`config.mk`:
```
export PLATFORM = sky130hd
export DESIGN_NAME = vx_commit_arb
export DESIGN_NICKNAME = d
export VERILOG_FILES = /design/src/rtl/vx_commit_arb_pkg.sv /design/src/rtl/vx_commit_arb_rr_lock.sv /design/src/rtl/vx_commit_arb.sv
export SDC_FILE = /design/constraint.sdc
export NUM_CORES = 1
export LEC_CHECK = 0
export ABC_AREA = 1
export CAP_MARGIN = 20
export CORE_UTILIZATION = 47
export DETAILED_ROUTE_END_ITERATION = 6
export PLACE_DENSITY = 0.94
export SKIP_CTS_REPAIR_TIMING = 1
export SLEW_MARGIN = 30
export SYNTH_ARGS = -nofsm -noshare
export SYNTH_HDL_FRONTEND = slang
export SYNTH_HIERARCHICAL = 1
export SYNTH_SLANG_ARGS = --single-unit
```
`constraint.sdc`:
```
create_clock -name clk -period 8 [get_ports clk]
set_input_delay 1.2 -clock clk [delete_from_list [all_inputs] [get_ports clk]]
set_output_delay 1.2 -clock clk [all_outputs]
set_load 0.02 [all_outputs]
```
`src/rtl/vx_commit_arb_pkg.sv`:
```
// Shared definitions for the commit arbiter slice.
//
// Contents:
//   NUM_EX_UNITS  - number of execute units feeding one issue slot (ALU, LSU, FPU, SFU)
//   COMMIT_DATAW  - default width of one commit payload beat
//   commit_data_t - commit payload beat at the default width
//   arb_state_e   - arbiter lock state (open for round-robin, or locked to one unit)
//   sel_width()   - width of a unit index, never less than one bit
package vx_commit_arb_pkg;

    localparam int NUM_EX_UNITS = 4;
    localparam int COMMIT_DATAW = 64;

    typedef logic [COMMIT_DATAW-1:0] commit_data_t;

    typedef enum logic {
        ARB_OPEN   = 1'b0,
        ARB_LOCKED = 1'b1
    } arb_state_e;

    function automatic int sel_width(input int n);
        return (n > 1) ? $clog2(n) : 1;
    endfunction

endpackage

```
`src/rtl/vx_commit_arb_rr_lock.sv`:
```
// vx_rr_lock_arb: round-robin grant with end-of-packet lock.
//
// Picks one requester per cycle, starting the search at the round-robin
// pointer. Once a non-eop beat is accepted the grant stays on that unit
// until its eop beat is accepted. The pointer only moves on an accepted eop
// beat, to one past the unit that finished.
//
// Ports:
//   clk, reset  - clock, asynchronous active-high reset
//   valid[N]    - per-unit request
//   eop[N]      - per-unit end-of-packet flag for the current beat
//   en          - downstream can take a beat this cycle
//   ready[N]    - per-unit accept, at most one bit set
//   accept      - a beat is transferred this cycle
//   grant_idx   - index of the granted unit
module vx_rr_lock_arb
    import vx_commit_arb_pkg::*;
#(
    parameter int N = NUM_EX_UNITS,
    localparam int SEL_W = sel_width(N)
) (
    input  logic             clk,
    input  logic             reset,
    input  logic [N-1:0]     valid,
    input  logic [N-1:0]     eop,
    input  logic             en,
    output logic [N-1:0]     ready,
    output logic             accept,
    output logic [SEL_W-1:0] grant_idx
);

    arb_state_e       state_q, state_d;
    logic [SEL_W-1:0] rr_q, rr_d;
    logic [SEL_W-1:0] lock_idx_q, lock_idx_d;

    logic [SEL_W-1:0] pick_idx;
    logic             pick_found;

    // First valid requester at or after the pointer, wrapping N-1 -> 0.
    always_comb begin
        int cand;
        cand       = 0;
        pick_found = 1'b0;
        pick_idx   = '0;
        for (int k = 0; k < N; k++) begin
            cand = int'(rr_q) + k;
            if (cand >= N) begin
                cand = cand - N;
            end
            if (!pick_found && valid[cand]) begin
                pick_found = 1'b1;
                pick_idx   = SEL_W'(cand);
            end
        end
    end

    // Grant selection, lock tracking and pointer update.
    always_comb begin
        logic grant_any;
        state_d    = state_q;
        rr_d       = rr_q;
        lock_idx_d = lock_idx_q;
        grant_idx  = pick_idx;
        grant_any  = pick_found;
        ready      = '0;
        accept     = 1'b0;

        // A locked packet owns the grant even if other units are requesting.
        if (state_q == ARB_LOCKED) begin
            grant_idx = lock_idx_q;
            grant_any = 1'b1;
        end

        if (grant_any && en) begin
            ready[grant_idx] = 1'b1;
            accept           = valid[grant_idx];
        end

        if (accept) begin
            if (eop[grant_idx]) begin
                state_d = ARB_OPEN;
                rr_d    = (grant_idx == SEL_W'(N-1)) ? '0 : grant_idx + 1'b1;
            end else begin
                state_d    = ARB_LOCKED;
                lock_idx_d = grant_idx;
            end
        end
    end

    always_ff @(posedge clk or posedge reset) begin
        if (reset) begin
            state_q    <= ARB_OPEN;
            rr_q       <= '0;
            lock_idx_q <= '0;
        end else begin
            state_q    <= state_d;
            rr_q       <= rr_d;
            lock_idx_q <= lock_idx_d;
        end
    end

endmodule

```
`src/rtl/vx_commit_arb.sv`:
```
// vx_commit_arb: merges the per-unit commit streams of one issue slot into
// one registered commit stream for writeback / scoreboard release, and counts
// retired instructions for the CSR path.
//
// Ports:
//   clk, reset   - clock, asynchronous active-high reset
//   in_valid     - per-unit beat valid            [NUM_INPUTS]
//   in_data      - per-unit payload, unit i at [i*DATAW +: DATAW]
//   in_eop       - per-unit last-beat flag        [NUM_INPUTS]
//   in_ready     - per-unit accept                [NUM_INPUTS]
//   out_valid    - merged beat valid
//   out_data     - merged payload                 [DATAW]
//   out_eop      - merged last-beat flag
//   out_sel      - source unit of the out beat
//   out_ready    - downstream accept
//   retired_cnt  - committed-instruction count    [CNT_W], wraps
//   stall_cnt    - per-unit saturating stall counters, 32 bits each
//                  (present only when VX_COMMIT_ARB_STATS_EN is defined)
//
// Build option: define VX_COMMIT_ARB_STATS_EN to add the stall counters.
module vx_commit_arb
    import vx_commit_arb_pkg::*;
#(
    parameter int NUM_INPUTS = NUM_EX_UNITS,
    parameter int DATAW      = COMMIT_DATAW,
    parameter int CNT_W      = 64,
    localparam int SEL_W     = sel_width(NUM_INPUTS)
) (
    input  logic                        clk,
    input  logic                        reset,
    input  logic [NUM_INPUTS-1:0]       in_valid,
    input  logic [NUM_INPUTS*DATAW-1:0] in_data,
    input  logic [NUM_INPUTS-1:0]       in_eop,
    output logic [NUM_INPUTS-1:0]       in_ready,
    output logic                        out_valid,
    output logic [DATAW-1:0]            out_data,
    output logic                        out_eop,
    output logic [SEL_W-1:0]            out_sel,
    input  logic                        out_ready,
    output logic [CNT_W-1:0]            retired_cnt
`ifdef VX_COMMIT_ARB_STATS_EN
    ,
    output logic [NUM_INPUTS*32-1:0]    stall_cnt
`endif
);

    logic             accept;
    logic [SEL_W-1:0] grant_idx;
    logic             not_full;
    logic             arb_en;

    // Two-entry output buffer: head drives the outputs, tail catches the
    // beat that arrives while the head is stalled.
    logic [1:0]       count_q, count_d;
    logic [DATAW-1:0] head_data_q, head_data_d, tail_data_q, tail_data_d;
    logic             head_eop_q, head_eop_d, tail_eop_q, tail_eop_d;
    logic [SEL_W-1:0] head_sel_q, head_sel_d, tail_sel_q, tail_sel_d;
    logic [CNT_W-1:0] retired_q, retired_d;

    logic [DATAW-1:0] push_data;
    logic             push_eop;
    logic             pop;

    // Space is judged on occupancy alone, so in_ready never depends
    // combinationally on out_ready.
    assign not_full = (count_q != 2'd2);
    assign arb_en   = not_full && !reset;

    vx_rr_lock_arb #(
        .N(NUM_INPUTS)
    ) u_arb (
        .clk       (clk),
        .reset     (reset),
        .valid     (in_valid),
        .eop       (in_eop),
        .en        (arb_en),
        .ready     (in_ready),
        .accept    (accept),
        .grant_idx (grant_idx)
    );

    assign out_valid   = (count_q != 2'd0);
    assign out_data    = head_data_q;
    assign out_eop     = head_eop_q;
    assign out_sel     = head_sel_q;
    assign retired_cnt = retired_q;
    assign pop         = out_valid && out_ready;

    always_comb begin
        push_data = in_data[int'(grant_idx)*DATAW +: DATAW];
        push_eop  = in_eop[grant_idx];
    end

    // Buffer occupancy and entry movement; a push during a pop with one
    // entry lands directly in the head so order is preserved.
    always_comb begin
        count_d     = count_q;
        head_data_d = head_data_q;
        head_eop_d  = head_eop_q;
        head_sel_d  = head_sel_q;
        tail_data_d = tail_data_q;
        tail_eop_d  = tail_eop_q;
        tail_sel_d  = tail_sel_q;
        retired_d   = retired_q;

        unique case ({accept, pop})
            2'b10: begin
                if (count_q == 2'd0) begin
                    head_data_d = push_data;
                    head_eop_d  = push_eop;
                    head_sel_d  = grant_idx;
                end else begin
                    tail_data_d = push_data;
                    tail_eop_d  = push_eop;
                    tail_sel_d  = grant_idx;
                end
                count_d = count_q + 2'd1;
            end
            2'b01: begin
                head_data_d = tail_data_q;
                head_eop_d  = tail_eop_q;
                head_sel_d  = tail_sel_q;
                count_d     = count_q - 2'd1;
            end
            2'b11: begin
                if (count_q == 2'd1) begin
                    head_data_d = push_data;
                    head_eop_d  = push_eop;
                    head_sel_d  = grant_idx;
                end else begin
                    head_data_d = tail_data_q;
                    head_eop_d  = tail_eop_q;
                    head_sel_d  = tail_sel_q;
                    tail_data_d = push_data;
                    tail_eop_d  = push_eop;
                    tail_sel_d  = grant_idx;
                end
            end
            default: begin
            end
        endcase

        if (pop && head_eop_q) begin
            retired_d = retired_q + 1'b1;
        end
    end

    always_ff @(posedge clk or posedge reset) begin
        if (reset) begin
            count_q     <= '0;
            head_data_q <= '0;
            head_eop_q  <= 1'b0;
            head_sel_q  <= '0;
            tail_data_q <= '0;
            tail_eop_q  <= 1'b0;
            tail_sel_q  <= '0;
            retired_q   <= '0;
        end else begin
            count_q     <= count_d;
            head_data_q <= head_data_d;
            head_eop_q  <= head_eop_d;
            head_sel_q  <= head_sel_d;
            tail_data_q <= tail_data_d;
            tail_eop_q  <= tail_eop_d;
            tail_sel_q  <= tail_sel_d;
            retired_q   <= retired_d;
        end
    end

`ifdef VX_COMMIT_ARB_STATS_EN
    logic [NUM_INPUTS*32-1:0] stall_q, stall_d;

    // Count cycles each unit waits with a beat pending; stick at all-ones.
    always_comb begin
        stall_d = stall_q;
        for (int i = 0; i < NUM_INPUTS; i++) begin
            if (in_valid[i] && !in_ready[i] && (stall_q[i*32 +: 32] != 32'hFFFF_FFFF)) begin
                stall_d[i*32 +: 32] = stall_q[i*32 +: 32] + 32'd1;
            end
        end
    end

    always_ff @(posedge clk or posedge reset) begin
        if (reset) begin
            stall_q <= '0;
        end else begin
            stall_q <= stall_d;
        end
    end

    assign stall_cnt = stall_q;
`endif

endmodule

```
==> impl_summary.md <==
Status
The flow ran to the end, and the final reports show no timing, DRC or antenna violations.

Clock tree
The root buffer cell is sky130_fd_sc_hd__clkbuf_16. The clock reaches the later pin of the worst-skew pair after 0.52 ns. The CTS buffer count is 24.

The CTS tree is done. The clock net in this run drives a total of 205 sinks. In this run the number of H-tree levels came out at 1.

The number of buffers on the longest clock path is 3. The clock-pin slew on the worst setup and hold paths is 0.06 ns.

Place
Counting tap cells, the placed design contains a total of 2340 instances. The number of buffers added on ports is 402. The placer congestion estimate is 0.956. The detailed placer's ending HPWL is 30000 um.

Global routing
Global routing finished with a remaining overflow of 0. Global routing consumed, over all layers together, 30.3% of the routing resources. The pin count of the biggest net entering global routing is 118. The first global-routing pass estimated 63600 um of wire. The number of antenna violations at the first check in global routing is 5.

The number of global-route vias before repair came to 12535.

Min path
The end of the worst hold path is u_arb/lock_idx_q[1]. The tightest min-delay check is of the flop to flop type. Along the worst hold path, the cell count comes to 2.

In this run the most critical hold path is launched from u_arb/lock_idx_q[1].

Floorplan
The die covers 0.0265 mm^2. The die outline height is 163 um. The row count is 58. The number of I/O pins is 403.

The core region is 0.0253 mm^2. The initial core utilization is 48.2%. The die is 163 um wide.

Synthesis
Yosys printed 6 warnings. Synthesis produced a netlist with a net count of 1962. In the post-synthesis netlist, the biggest area contributors are sky130_fd_sc_hd__dfrtp_1 42%, sky130_fd_sc_hd__o21ai_0 11%, sky130_fd_sc_hd__nor2_1 10%.

In this run, synthesis produced a sequential element count of 205. The number of different library cells used by synthesis comes to 34. Sequential cells were found to cover 42.2% of the synthesized design area.

After synthesis the cells add up to 0.0122 mm^2. Summed over its instances, the top area cell type makes up 42.2% of the synthesized netlist area. The largest area contributor in the synthesized netlist is sky130_fd_sc_hd__dfrtp_1.

The gate count of the mapped netlist is 1684. The average instance in the mapped netlist occupies 7.22 um^2.

Setup path
The required time of the critical path is 6.80 ns. The endpoint of the lowest-slack register-to-register path is tail_data_q[22]. In this run the register-to-register setup slack is 3.33 ns. The critical path starts at in_valid[2].

Among all stages on the critical path, the largest delay is contributed by sky130_fd_sc_hd__nand2_2. The kind of critical path is input port to primary output. Data on the critical path arrives at its endpoint at 4.14 ns. The number of cells on the critical path is 15. The logic depth of the worst register-to-register path is 19.

The largest stage delay on the critical path is 0.62 ns. The cell type group with the largest total delay on the critical path is simple AND/OR/NAND/NOR gates. The critical register-to-register path startpoint is u_arb/rr_q[0]. The startpoint type of the worst setup path is an input port.

The peak fanout along the critical path is 51. In this design, the critical path's most frequently occurring cell is sky130_fd_sc_hd__nand2_1. STA classifies the critical path endpoint as a primary output. Together, buffers and inverters on the worst path number 5. The critical path goes through clkdlybuf4s50_1, inv_1, nand2_1, nand3_1, nand2_1, nor2_1, nand3_1, nand2_1, inv_1, nand2_1, nand2_2, ha_1, inv_1, nor2_1, clkdlybuf4s50_1.

Layout
The final instance count without filler cells is 2386. The layout net count is 2314. The post-synthesis to final-layout area growth is 40.7%. After filler insertion, the fill cell instance count of the layout stands at 2029. In the final layout, flip-flops and latches occupy 0.00513 mm^2. Cells fill 67.8% of the core in the end. The area taken by multi-input logic gates is 0.00605 mm^2. The fraction of layout cells with a size suffix above 1 is 6.14%.

STA
Of the available clock period, the critical path in the final layout requires 66.8%. The count of endpoints failing hold in the final timing report is 0. The worst hold slack across all endpoints is 0.493 ns. After routing, the total negative slack on setup checks comes to 0 ns. The highest clock frequency the design can meet is 0.187 GHz. The count of endpoints failing setup in the final report is 0. Headroom to the max-slew limit came out at 41.5%. The transition time at the pin with the least slew margin is 0.874 ns. Setup repair after global routing left no endpoint under its margin. The final critical-path required period is 5.34 ns. On the final layout, the worst clock skew is 0.0150 ns. The final max-slew violation count is 0.

Power and ir drop
The fraction of power spent switching nets is 50.5%. Of the total power, combinational logic draws 62.0%. The internal power of the cells totals 3.56 mW.

Of the total power, the clock network draws 15.1%. The total power is 7.19 mW. In this run, flip-flops and latches consume 22.9% of the power. The net switching power is 3.64 mW. Summed over all cells, the static leakage comes to 7.27 nW.

The power per unit of standard cell area is 420 mW/mm^2. IR analysis of the VDD net gives a maximum drop of 0.000357 V.

Routing
In this run the remaining antenna-violating nets after routing total 0. The final routed DRC violation total is 0. The post-detailed-route wirelength per cell is 17.0 um. The routed layout has 13081 vias. The iteration count of the initial detailed-routing pass is 6. The number of DRC markers after the initial detailed-route iteration is 1369. The ratio of routed vias to standard cells is 5.48. The routed design has 40500 um of wire.

Job
Max-cap violations in this run came to 0.
==> logic make-up (layout without fill, tap and decap cells) <==
family | count (synthesis) | count (layout) | synth area share [%]
buf+inv | 248 | 615 | 8.29
flops | 205 | 205 | 42.2
fa+ha+maj | 11 | 11 | 1.13
xor+xnor | 45 | 45 | 3.30
other cells | 0 | 5 | 0
simple gates | 767 | 767 | 27.5
compound gates | 408 | 408 | 17.6
==> Yosys cell counts, drive strengths merged <==
master	instances
a21oi	66
buf	37
clkbuf	49
dfrtp	205
ha	11
inv	162
nand2	295
nand3	59
nand3b	11
nand4	22
nor2	365
nor3	15
o21ai	273
o21bai	2
o22ai	67
xnor2	25
xor2	20
==> worst max path at each step <==
stage,slack [ns],to
after floorplan,1.35,count_q[0]
after global placement,2.55,tail_data_q[33]
final,2.66,in_ready[2]
after detailed placement,2.32,tail_data_q[32]
after global routing,2.35,tail_data_q[14]
after CTS,2.70,in_ready[2]
==> worst min-delay path, stage by stage, from the launching register on <==
cell	delay [ns]
sky130_fd_sc_hd__dfrtp_1	0.35
sky130_fd_sc_hd__nand2_1	0.06
sky130_fd_sc_hd__nand2_1	0.05
==> stage by stage <==
stage	setup slack, ns	instance area (um^2)
after floorplan	1.35	12200
after global placement	2.55	16300
after detailed placement	2.32	16300
after CTS	2.70	17100
after global routing	2.35	17100
final	2.66	17100
==> metal layers <==
metal | track usage (%) | vias up | share of wire (%)
li1 | - | 6179 | -
met1 | 37.4 | 6098 | 39
met2 | 50.4 | 661 | 48
met3 | 4.10 | 143 | 6.5
met4 | 17.9 | 0 | 6.3
met5 | 0 | - | 0
==> cell type report <==
cell class | count | share of cell area [%]
multi-input cells | 1231 | 35.3
flip-flops and latches | 205 | 30.0
repair buffers | 412 | 24.0
clock buffers | 36 | 4.24
inverters | 162 | 3.66
well taps | 330 | 2.41
clock inverters | 5 | 0.380
diodes | 5 | 0.0731
==> layout by cell type, fill, tap and decap left out, types with 13 or more instances in the layout <==
master and instances:
sky130_fd_sc_hd__clkdlybuf4s50_1 402, sky130_fd_sc_hd__nor2_1 338, sky130_fd_sc_hd__nand2_1 278, sky130_fd_sc_hd__o21ai_0 262
sky130_fd_sc_hd__dfrtp_1 205, sky130_fd_sc_hd__inv_1 148, sky130_fd_sc_hd__o22ai_1 67, sky130_fd_sc_hd__a21oi_1 65
sky130_fd_sc_hd__nand3_1 45, sky130_fd_sc_hd__xnor2_1 25, sky130_fd_sc_hd__clkbuf_16 24, sky130_fd_sc_hd__nand4_1 22
sky130_fd_sc_hd__xor2_1 19, sky130_fd_sc_hd__nor2_2 16, sky130_fd_sc_hd__nand2_2 14, sky130_fd_sc_hd__nand3_2 13
==> state kept, by name, indices dropped and copies added (netlist names) <==
name and count:
u_arb/rr_q 2, out_sel 2, tail_sel_q 2, out_data 64, out_eop 1, tail_data_q 64, count_q 2, u_arb/lock_idx_q 2
u_arb/state_q 1, tail_eop_q 1, retired_cnt 64
==> power by group through the flow <==
| stage | logic (mW) | clock network [mW] | registers [mW] |
|---|---|---|---|
| after floorplan | 2.81 | 0 | 1.82 |
| after global placement | 4.27 | 0 | 1.64 |
| after detailed placement | 4.37 | 0 | 1.66 |
| after CTS | 4.42 | 1.10 | 1.64 |
| after global routing | 4.89 | 1.14 | 1.68 |
| final | 4.46 | 1.09 | 1.65 |
Note: power is estimated with default switching activity, not from simulation.
